File: src/rtl/dmem_arbiter_pkg.sv
// Purpose: shared types and widths for the data-memory arbiter and its read-return path.
// Latency: n/a (declarations only).
// Backpressure: n/a.
// Contents: ArbState_t (observable FSM encoding), ArbOwner_t (read-return tag owner),
//           default RAM geometry, and a state-name helper for monitors.
package ArbDefs;

  localparam int DMEM_ADDR_W = 8;
  localparam int DMEM_DATA_W = 16;

  // Encoding is externally visible on ArbState: 0 = idle, 1 = CPU, 2 = host.
  typedef enum logic [1:0] {
    ARB_IDLE = 2'd0,
    ARB_CPU  = 2'd1,
    ARB_HOST = 2'd2
  } ArbState_t;

  typedef enum logic {
    OWN_CPU  = 1'b0,
    OWN_HOST = 1'b1
  } ArbOwner_t;

  function automatic string arb_to_string(input ArbState_t s);
    case (s)
      ARB_IDLE: return "IDLE";
      ARB_CPU:  return "CPU";
      ARB_HOST: return "HOST";
      default:  return "ILLEGAL";
    endcase
  endfunction

endpackage

File: src/rtl/dmem_arbiter_rd_return.sv
// Purpose: tags each read grant and steers the RAM read data back to the requester that issued it.
// Latency: RdValid/RdData appear the cycle after the read grant (RAM output is used directly).
// Backpressure: none; the return cannot be stalled, the requester must accept it.
// Ports: i_rd_gnt/i_rd_owner = read granted this cycle and by whom; i_mem_rd_dat = RAM output;
//        o_cpu_rd_vld/o_cpu_rd_dat and o_host_rd_vld/o_host_rd_dat = per-requester return.
module dmem_rd_return
  import ArbDefs::*;
#(
  parameter int DATA_W = DMEM_DATA_W
) (
  input  logic              Clk,
  input  logic              ResetN,
  input  logic              i_rd_gnt,
  input  ArbOwner_t         i_rd_owner,
  input  logic [DATA_W-1:0] i_mem_rd_dat,
  output logic              o_cpu_rd_vld,
  output logic [DATA_W-1:0] o_cpu_rd_dat,
  output logic              o_host_rd_vld,
  output logic [DATA_W-1:0] o_host_rd_dat
);

  logic              r_tag_vld;
  ArbOwner_t         r_tag_owner;
  logic [DATA_W-1:0] r_cpu_hold;
  logic [DATA_W-1:0] r_host_hold;
  logic              w_cpu_ret;
  logic              w_host_ret;

  assign w_cpu_ret  = r_tag_vld && (r_tag_owner == OWN_CPU);
  assign w_host_ret = r_tag_vld && (r_tag_owner == OWN_HOST);

  // Clearing the tag on reset drops any read still in flight.
  always_ff @(posedge Clk or negedge ResetN) begin
    if (!ResetN) begin
      r_tag_vld   <= 1'b0;
      r_tag_owner <= OWN_CPU;
      r_cpu_hold  <= '0;
      r_host_hold <= '0;
    end else begin
      r_tag_vld   <= i_rd_gnt;
      r_tag_owner <= i_rd_owner;
      if (w_cpu_ret)  r_cpu_hold  <= i_mem_rd_dat;
      if (w_host_ret) r_host_hold <= i_mem_rd_dat;
    end
  end

  // The RAM word is forwarded in the return cycle; the hold register keeps it afterwards
  // so the non-owner's data never changes on the other requester's return.
  assign o_cpu_rd_vld  = w_cpu_ret;
  assign o_cpu_rd_dat  = w_cpu_ret ? i_mem_rd_dat : r_cpu_hold;
  assign o_host_rd_vld = w_host_ret;
  assign o_host_rd_dat = w_host_ret ? i_mem_rd_dat : r_host_hold;

endmodule

File: src/rtl/dmem_arbiter.sv
// Purpose: round-robin arbiter sharing one single-port sync data RAM between CPU and host.
// Latency: grant one cycle after Req is seen; read data one cycle after the read grant.
// Backpressure: requester holds Req/fields until its one-cycle Gnt; a requester granted
//               last cycle is not eligible this cycle, so a lone requester gets every other cycle.
// Ports: Cpu_*/Host_* request and return sides, Mem_* RAM side, ArbState observation.
module dmem_arbiter
  import ArbDefs::*;
#(
  parameter int ADDR_W    = DMEM_ADDR_W,
  parameter int DATA_W    = DMEM_DATA_W,
  parameter bit CPU_FIRST = 1'b1
) (
  input  logic              Clk,
  input  logic              ResetN,
  input  logic              Cpu_Req,
  input  logic              Cpu_Wr,
  input  logic [ADDR_W-1:0] Cpu_Addr,
  input  logic [DATA_W-1:0] Cpu_WrData,
  output logic              Cpu_Gnt,
  output logic              Cpu_RdValid,
  output logic [DATA_W-1:0] Cpu_RdData,
  input  logic              Host_Req,
  input  logic              Host_Wr,
  input  logic [ADDR_W-1:0] Host_Addr,
  input  logic [DATA_W-1:0] Host_WrData,
  output logic              Host_Gnt,
  output logic              Host_RdValid,
  output logic [DATA_W-1:0] Host_RdData,
  output logic [ADDR_W-1:0] Mem_Addr,
  output logic              Mem_Wr,
  output logic [DATA_W-1:0] Mem_WrData,
  input  logic [DATA_W-1:0] Mem_RdData,
  output logic [1:0]        ArbState
);

  ArbState_t         r_state;
  logic              r_last_host;   // 1 = most recent grant went to the host
  logic              w_rd_gnt;
  ArbOwner_t         w_rd_owner;
  logic [ADDR_W-1:0] w_mem_addr;
  logic              w_mem_wr;
  logic [DATA_W-1:0] w_mem_wdat;

  // Leaving a grant state never re-grants the same requester: that cycle still sees
  // its old Req, and skipping it prevents a double grant for one request.
  always_ff @(posedge Clk or negedge ResetN) begin
    if (!ResetN) begin
      r_state     <= ARB_IDLE;
      r_last_host <= CPU_FIRST;     // pretend the host went last so CPU wins the first tie
    end else begin
      case (r_state)
        ARB_IDLE: begin
          if (Cpu_Req && (!Host_Req || r_last_host)) begin
            r_state     <= ARB_CPU;
            r_last_host <= 1'b0;
          end else if (Host_Req) begin
            r_state     <= ARB_HOST;
            r_last_host <= 1'b1;
          end
        end
        ARB_CPU: begin
          if (Host_Req) begin
            r_state     <= ARB_HOST;
            r_last_host <= 1'b1;
          end else begin
            r_state <= ARB_IDLE;
          end
        end
        ARB_HOST: begin
          if (Cpu_Req) begin
            r_state     <= ARB_CPU;
            r_last_host <= 1'b0;
          end else begin
            r_state <= ARB_IDLE;
          end
        end
        default: r_state <= ARB_IDLE;
      endcase
    end
  end

  always_comb begin
    w_mem_addr = '0;
    w_mem_wr   = 1'b0;
    w_mem_wdat = '0;
    case (r_state)
      ARB_CPU: begin
        w_mem_addr = Cpu_Addr;
        w_mem_wr   = Cpu_Wr;
        w_mem_wdat = Cpu_WrData;
      end
      ARB_HOST: begin
        w_mem_addr = Host_Addr;
        w_mem_wr   = Host_Wr;
        w_mem_wdat = Host_WrData;
      end
      default: ;
    endcase
  end

  assign Cpu_Gnt    = (r_state == ARB_CPU);
  assign Host_Gnt   = (r_state == ARB_HOST);
  assign Mem_Addr   = w_mem_addr;
  assign Mem_Wr     = w_mem_wr;
  assign Mem_WrData = w_mem_wdat;
  assign ArbState   = r_state;

  assign w_rd_gnt   = (Cpu_Gnt && !Cpu_Wr) || (Host_Gnt && !Host_Wr);
  assign w_rd_owner = Host_Gnt ? OWN_HOST : OWN_CPU;

  dmem_rd_return #(
    .DATA_W(DATA_W)
  ) u_rd_return (
    .Clk           (Clk),
    .ResetN        (ResetN),
    .i_rd_gnt      (w_rd_gnt),
    .i_rd_owner    (w_rd_owner),
    .i_mem_rd_dat  (Mem_RdData),
    .o_cpu_rd_vld  (Cpu_RdValid),
    .o_cpu_rd_dat  (Cpu_RdData),
    .o_host_rd_vld (Host_RdValid),
    .o_host_rd_dat (Host_RdData)
  );

endmodule
File: config.mk
export PLATFORM = sky130hd
export DESIGN_NAME = dmem_arbiter
export DESIGN_NICKNAME = d
export VERILOG_FILES = /design/src/rtl/dmem_arbiter_pkg.sv /design/src/rtl/dmem_arbiter_rd_return.sv /design/src/rtl/dmem_arbiter.sv
export SDC_FILE = /design/constraint.sdc
export NUM_CORES = 1
export LEC_CHECK = 0
export ABC_CLOCK_PERIOD_IN_PS = 2100
export BUFFER_PORTS_ARGS = -buffer_cell sky130_fd_sc_hd__buf_2
export CELL_PAD_IN_SITES_DETAIL_PLACEMENT = 2
export CELL_PAD_IN_SITES_GLOBAL_PLACEMENT = 2
export CORE_MARGIN = 4
export CORE_UTILIZATION = 25
export CTS_BUF_LIST = sky130_fd_sc_hd__clkbuf_8 sky130_fd_sc_hd__clkbuf_16
export DETAILED_ROUTE_END_ITERATION = 7
export PLACE_DENSITY = 0.93
export SKIP_LAST_GASP = 1
export SLEW_MARGIN = 15
export SYNTH_ARGS = -nofsm -noshare
export SYNTH_HDL_FRONTEND = slang
export SYNTH_SLANG_ARGS = --single-unit
File: constraint.sdc
create_clock -name Clk -period 2.1 [get_ports Clk]
set_input_delay 0.315 -clock Clk [delete_from_list [all_inputs] [get_ports Clk]]
set_output_delay 0.315 -clock Clk [all_outputs]
set_load 0.01 [all_outputs]
Word level (Yosys, flattened, before mapping)
Index checks and enable logic that the tools add are counted.
Widths: inputs -> output; s select.
{"block": "word_totals", "out_inout_bits": 63, "mem_bits_rw": 0, "latch_bits": 0, "mem_count": 0, "register_bits": 37, "mem_bits_ro": 0, "wordCells": 39, "input_bits": 70}
{"block": "op_classes", "mux": 15, "shift": 0, "order_cmp": 0, "n_bitwise": 1, "n_eq_ne": 4, "div": 0, "reduce_logical": 13, "n_addsub": 0, "mul": 0}
{"operator": "$mux 16", "count": 2}
{"operator": "$pmux 16 s2", "count": 1}
{"operator": "$pmux 8 s2", "count": 1}
{"operator": "$mux 2", "count": 3}
{"operator": "$pmux 2 s3", "count": 1}
{"operator": "$logic_and 1x1->1", "count": 5}
{"operator": "$mux 1", "count": 5}
{"operator": "$logic_not 1->1", "count": 3}
{"operator": "$ne 3x3->1 const B", "count": 1}
{"operator": "$pmux 1 s3", "count": 1}
{"operator": "$reduce_bool 3->1", "count": 1}
{"operator": "$eq 2x1->1 const B", "count": 1}
{"operator": "$eq 2x2->1 const B", "count": 1}
{"operator": "$logic_not 2->1", "count": 1}
{"operator": "$logic_or 1x1->1", "count": 2}
{"operator": "$ne 2x2->1 const B", "count": 1}
{"operator": "$pmux 1 s2", "count": 1}
{"operator": "$reduce_and 2->1", "count": 1}
{"operator": "$not 1->1", "count": 1}

Logic depth before layout (Yosys ltp)
{"block": "logic_depth", "ltp_word": 5, "ltp_mapped": 6, "ltp_nobuf": 4}

Modules after synthesis
Synthesis repeated with hierarchy kept, for this count alone.
{"block": "hier_totals", "hier_cells": 160, "area_unflattened_um2": 1969.4}
{"module": "dmem_rd_return", "area_per_inst_um2": 1301.2, "cells_each": 73, "n_inst": 1, "seq_area_each_um2": 850.8}
{"module": "dmem_arbiter", "area_per_inst_um2": 668.1, "cells_each": 87, "n_inst": 1, "seq_area_each_um2": 76.3}

Worst setup path after synthesis
No wires, ideal clock.
{"block": "synth_path", "path_kind": "reg2out", "from": "reg r_state[0] (netlist: ArbState[0])", "to": "out Mem_WrData[10]", "arrival_time_ps": 1478, "stages_incl_launch_ff": 6, "setup_slack_ps": 307, "required_ps": 1785, "n_path_buf": 1, "path_cell_list": "dfrtp_1 > inv_1 > ha_1 > clkbuf_1 > a22oi_1 > nor2b_1"}
{"block": "synth_via", "elab_chain_cells": 2, "word_cells_on_any_way": 3, "classes_between": "eq/ne: 2; mux: 1"}
{"item": "start, declared", "line_no": "dmem_arbiter.sv:36", "source": "ArbState_t r_state;"}
{"item": "start signal, assigned", "line_no": "dmem_arbiter.sv:48", "source": "r_state <= ARB_IDLE;"}
{"item": "start signal, assigned", "line_no": "dmem_arbiter.sv:54", "source": "r_state <= ARB_CPU;"}
{"item": "start signal, assigned", "line_no": "dmem_arbiter.sv:57", "source": "r_state <= ARB_HOST;"}
{"item": "$eq 2x2->1"}
{"item": "net Host_Gnt", "line_no": "dmem_arbiter.sv:26", "source": "output logic Host_Gnt,"}
{"item": "$pmux 16 s2", "line_no": "dmem_arbiter.sv:86", "source": "case (r_state)"}
{"item": "end, declared", "line_no": "dmem_arbiter.sv:31", "source": "output logic [DATA_W-1:0] Mem_WrData,"}
The timed path passes the listed nets, and every way through them passes these cells.

Worst setup path in the final report
{"block": "layout_path", "from": "reg r_state[1] (netlist: ArbState[1])", "to": "out Mem_Addr[7]"}
{"block": "layout_via", "elab_chain_cells": 2, "word_cells_on_any_way": 3, "classes_between": "eq/ne: 2; mux: 1"}
{"item": "$eq 2x2->1 / $eq 2x1->1 (equally long branches)", "line_no": "dmem_arbiter.sv:86"}
{"item": "$pmux 8 s2 (*)", "line_no": "dmem_arbiter.sv:86"}
{"item": "end, declared", "line_no": "dmem_arbiter.sv:29", "source": "output logic [ADDR_W-1:0] Mem_Addr,"}
Every way passes the cells marked *; elsewhere a longest branch is shown, timed or not.

==> impl_results.md <==
* Total number of yosys warnings at 0
* Fraction of final layout cells sized beyond drive strength 1 at 63.4%
* Routed length per instance at 17.3 um
* FF+latch area at 930 um2
* Post-Syn Area per Cell at 12.1 um2
* DPL Wire Length at 5.52 mm
* Total grt overflow at 0
* Share of total power consumed by net switching at 37.8%
* Synthesized-area fraction occupied by adder cells at 3.95%
* Routed Antenna Nets at 0
* Nets in the synthesized netlist at 233
* Main combinational cell family by area after synthesis: multiplexers
* Number of vias per cell at 4.63
* Initial Utilization at 25.9%
* Top cell type's share of synthesized area at 47.4%
* H-tree depth reported by CTS at 2
* Number of clock sinks at 37
* Tightest hold margin at 0.125 ns
* Synth Register Bits at 37
* Cell total after placement at 383
* Final hold violations at 0
* Initial antenna violation count at 0
* Power density over cell area at 1590 nW/um2
* Horizontal die dimension at 95.2 um
* Source-to-sink clock delay at the later pin of the worst-skew pair at 0.28 ns
* Final core utilization at 39.0%
* CP Launch Type: flip-flop
* Area enclosed by the die boundary at 9070 um2
* Largest net degree at the start of global routing at 38
* Stage delay of the slowest cell on the critical path at 0.45 ns
* Placement Rows at 31
* Overall die height at 95.2 um
* Number of buffers added by the clock tree synthesis step at 5
* GPL Wtd Cong at 0.654
* Relative slew margins at 45.1%
* Area of the mapped netlist at 1900 um2
* IO Count at 133
* Layout Nets at 367
* Final setup viols at 0
* Register area share after synthesis at 48.8%
* Sequential group share of total power at 27.0%
* Clock-pin slew reported for the worst setup and hold paths after clock tree synthesis at 0.08 ns
* Share of the synthesized netlist area taken by xor and xnor gates at 0%
* Master of the slowest instance on the critical path: sky130_fd_sc_hd__dfrtp_2
* Buffer cell driving the clock tree root: sky130_fd_sc_hd__clkbuf_8
* Max-slew violation count at 0
* Share of power burned in combinational logic at 56.8%
* Total negative setup slack at 0 ns
* Post-route standard cell area excluding fillers at 2860 um2
* Critical path class: flip-flop to output pin
* Remaining design rule violation count at 0
* Distinct cell type count of the synthesized netlist at 21
* Cell taking the most area after synthesis: sky130_fd_sc_hd__dfrtp_1
* Post-CTS setup repair buffer count at 0
* Total leakage power at 1.41 nW
* Vias in the first global route at 2077
* Type of the worst min-delay path: input pin to async pin
* Non-filler instance count after layout at 391
* Maximum VDD drop at 0.000396 V
* Final setup margin at 0.118 ns
* Crit path required time at 1.78 ns
* Switching power at 1.71 mW
* Count of antenna diodes in the layout at 0
* Length of the first detailed-routing pass in iterations at 3
* Total Power Consumption at 4.53 mW
* Filler Cells Inserted at 830
* CP cell instances: inv_1 > ha_1 > buf_12 > a22oi_1 > nor2b_1 > buf_2
* Placed standard-cell area at 2690 um2
* Layout Area Growth over Synthesis at 50.2%
* Area occupied by multi-input gates at 900 um2
* Fraction of power consumed by the clock network at 16.2%
* Post-route fraction of the period consumed by the critical path at 94.4%
* Cell count after synthesis at 157
* Post-Place Worst Slack at 0.290 ns
* Final Skew at 0.00921 ns
* Number of input and output port buffers inserted at 132
* Routed WL at 6.75 mm
* Synth top area cells: sky130_fd_sc_hd__dfrtp_1 47%, sky130_fd_sc_hd__mux2_2 19%, sky130_fd_sc_hd__a22oi_1 9.9%
* Crit path capture type: output pin
* Detailed Route Iter0 Violations at 28
* Least-Margin Pin Slew at 0.823 ns
* Min cycle time layout at 1.98 ns
* Compound-gate portion of the synthesized area at 12.6%
* Maximum operating frequency at 504 MHz
* Core area at 7330 um2
* Result of the run: completed
* Maximum buffer depth of the clock tree at 2
* Design internal power at 2.82 mW
* Max capacitance violation total at 0
* Global-route total usage across every layer at 14.6%
* Vias after detailed routing at 1809
* Post-synthesis share of cell area spent on and, or, nand and nor gates at 10.5%
* First-pass GRT wire length at 10.3 mm
* Worst Path Max Fanout at 25
* Worst endpoint data arrival time at 1.67 ns
* Mux cell area share after synthesis at 19.5%
* TritonCTS clock tree: yes
-- synthesized netlist by cell type, drive strengths merged --
cell,n
mux2i,1
nor2b,26
dfrtp,36
o22ai,1
ha,6
clkbuf,4
a211oi,1
a22oi,25
nand2,2
o31ai,2
a2bb2oi,1
a21oi,3
inv,7
nand4,2
buf,6
dfstp,1
mux2,32
nand2b,1
-- per-layer routing --
layer / track usage, % / routed length [um] / vias up
met5: 0 / 0 / -
met4: 3.61 / 78 / 0
met3: 3.79 / 510 / 6
met2: 29.8 / 3770 / 83
met1: 14.3 / 2390 / 894
li1: - / - / 826
-- worst paths after layout --
path                                                  start                     endpoint  slack [ns]  cells after the start
worst max-delay path                            ArbState[1]                  Mem_Addr[7]        0.12                      6
worst min-delay path                                 ResetN    u_rd_return.r_cpu_hold[7]        0.13                      1
worst max register to register                  ArbState[0]                  r_last_host        0.78                      4
worst min register to register  u_rd_return.r_host_hold[13]  u_rd_return.r_host_hold[13]        0.50                      1
max in group asynchronous                            ResetN                  ArbState[1]        1.41                      1
min in group Clk                                    Host_Wr        u_rd_return.r_tag_vld        0.25                      2
-- power groups by stage --
stage | Combinational [mW] | Clock [mW] | Sequential (mW)
6_report | 2.57 | 0.734 | 1.22
5_1_grt | 2.81 | 0.802 | 1.27
4_1_cts | 2.56 | 0.762 | 1.23
3_5_place_dp | 2.55 | 0 | 1.24
3_3_place_gp | 2.43 | 0 | 1.19
2_1_floorplan | 1.53 | 0 | 1.19
-- flip-flops by register name, summed over array words and instances, names as in the netlist --
signal / cells
r_last_host: 1
u_rd_return.r_host_hold: 16
u_rd_return.r_cpu_hold: 16
u_rd_return.r_tag_owner: 1
ArbState: 2
u_rd_return.r_tag_vld: 1
-- repair_timing --
| action | in CTS | in global routing |
|---|---|---|
| gates resized for setup | 1 | 8 |
| gates cloned | 0 | 0 |
| endpoints found under the setup margin | 2 | 23 |
| hold buffers | 0 | 0 |
-- layout by cell type, fill, tap and decap left out, types with 2 or more instances in the layout --
cell / netlist / routed
sky130_fd_sc_hd__nor2b_1: 25 / 25
sky130_fd_sc_hd__buf_12: 0 / 3
sky130_fd_sc_hd__dfrtp_1: 36 / 34
sky130_fd_sc_hd__bufinv_16: 0 / 2
sky130_fd_sc_hd__buf_2: 3 / 132
sky130_fd_sc_hd__ha_1: 6 / 4
sky130_fd_sc_hd__inv_1: 7 / 6
sky130_fd_sc_hd__mux2_2: 32 / 32
sky130_fd_sc_hd__a21oi_1: 3 / 3
sky130_fd_sc_hd__o31ai_1: 2 / 2
sky130_fd_sc_hd__a22oi_1: 25 / 25
sky130_fd_sc_hd__clkbuf_8: 0 / 5
sky130_fd_sc_hd__nand4_1: 2 / 2
sky130_fd_sc_hd__dfrtp_2: 0 / 2
-- worst max-delay path, delay by kind of cell, from the launching register on --
| family | cells | cell delay (ns) |
|---|---|---|
| AOI/OAI and AO/OA | 1 | 0.10 |
| adders and majority gates | 1 | 0.21 |
| buffers and inverters | 3 | 0.47 |
| DFF | 1 | 0.45 |
| and+or+nand+nor | 1 | 0.14 |
-- final cells by class --
type                    instances  share of cell area [%]
clock inverters                 3                    2.41
clock buffers                   5                    2.41
multi-input cells             103                    31.5
well taps                      99                    4.34
flip-flops and latches         37                    32.5
repair buffers                137                    25.9
inverters                       7                   0.920
-- cells by family after synthesis --
group | after synthesis
adders and majority gates | 6
buffers and inverters | 17
muxes | 33
AOI/OAI and AO/OA | 33
and+or+nand+nor | 31
DFF | 37
Power figures use the tool's default switching activity.
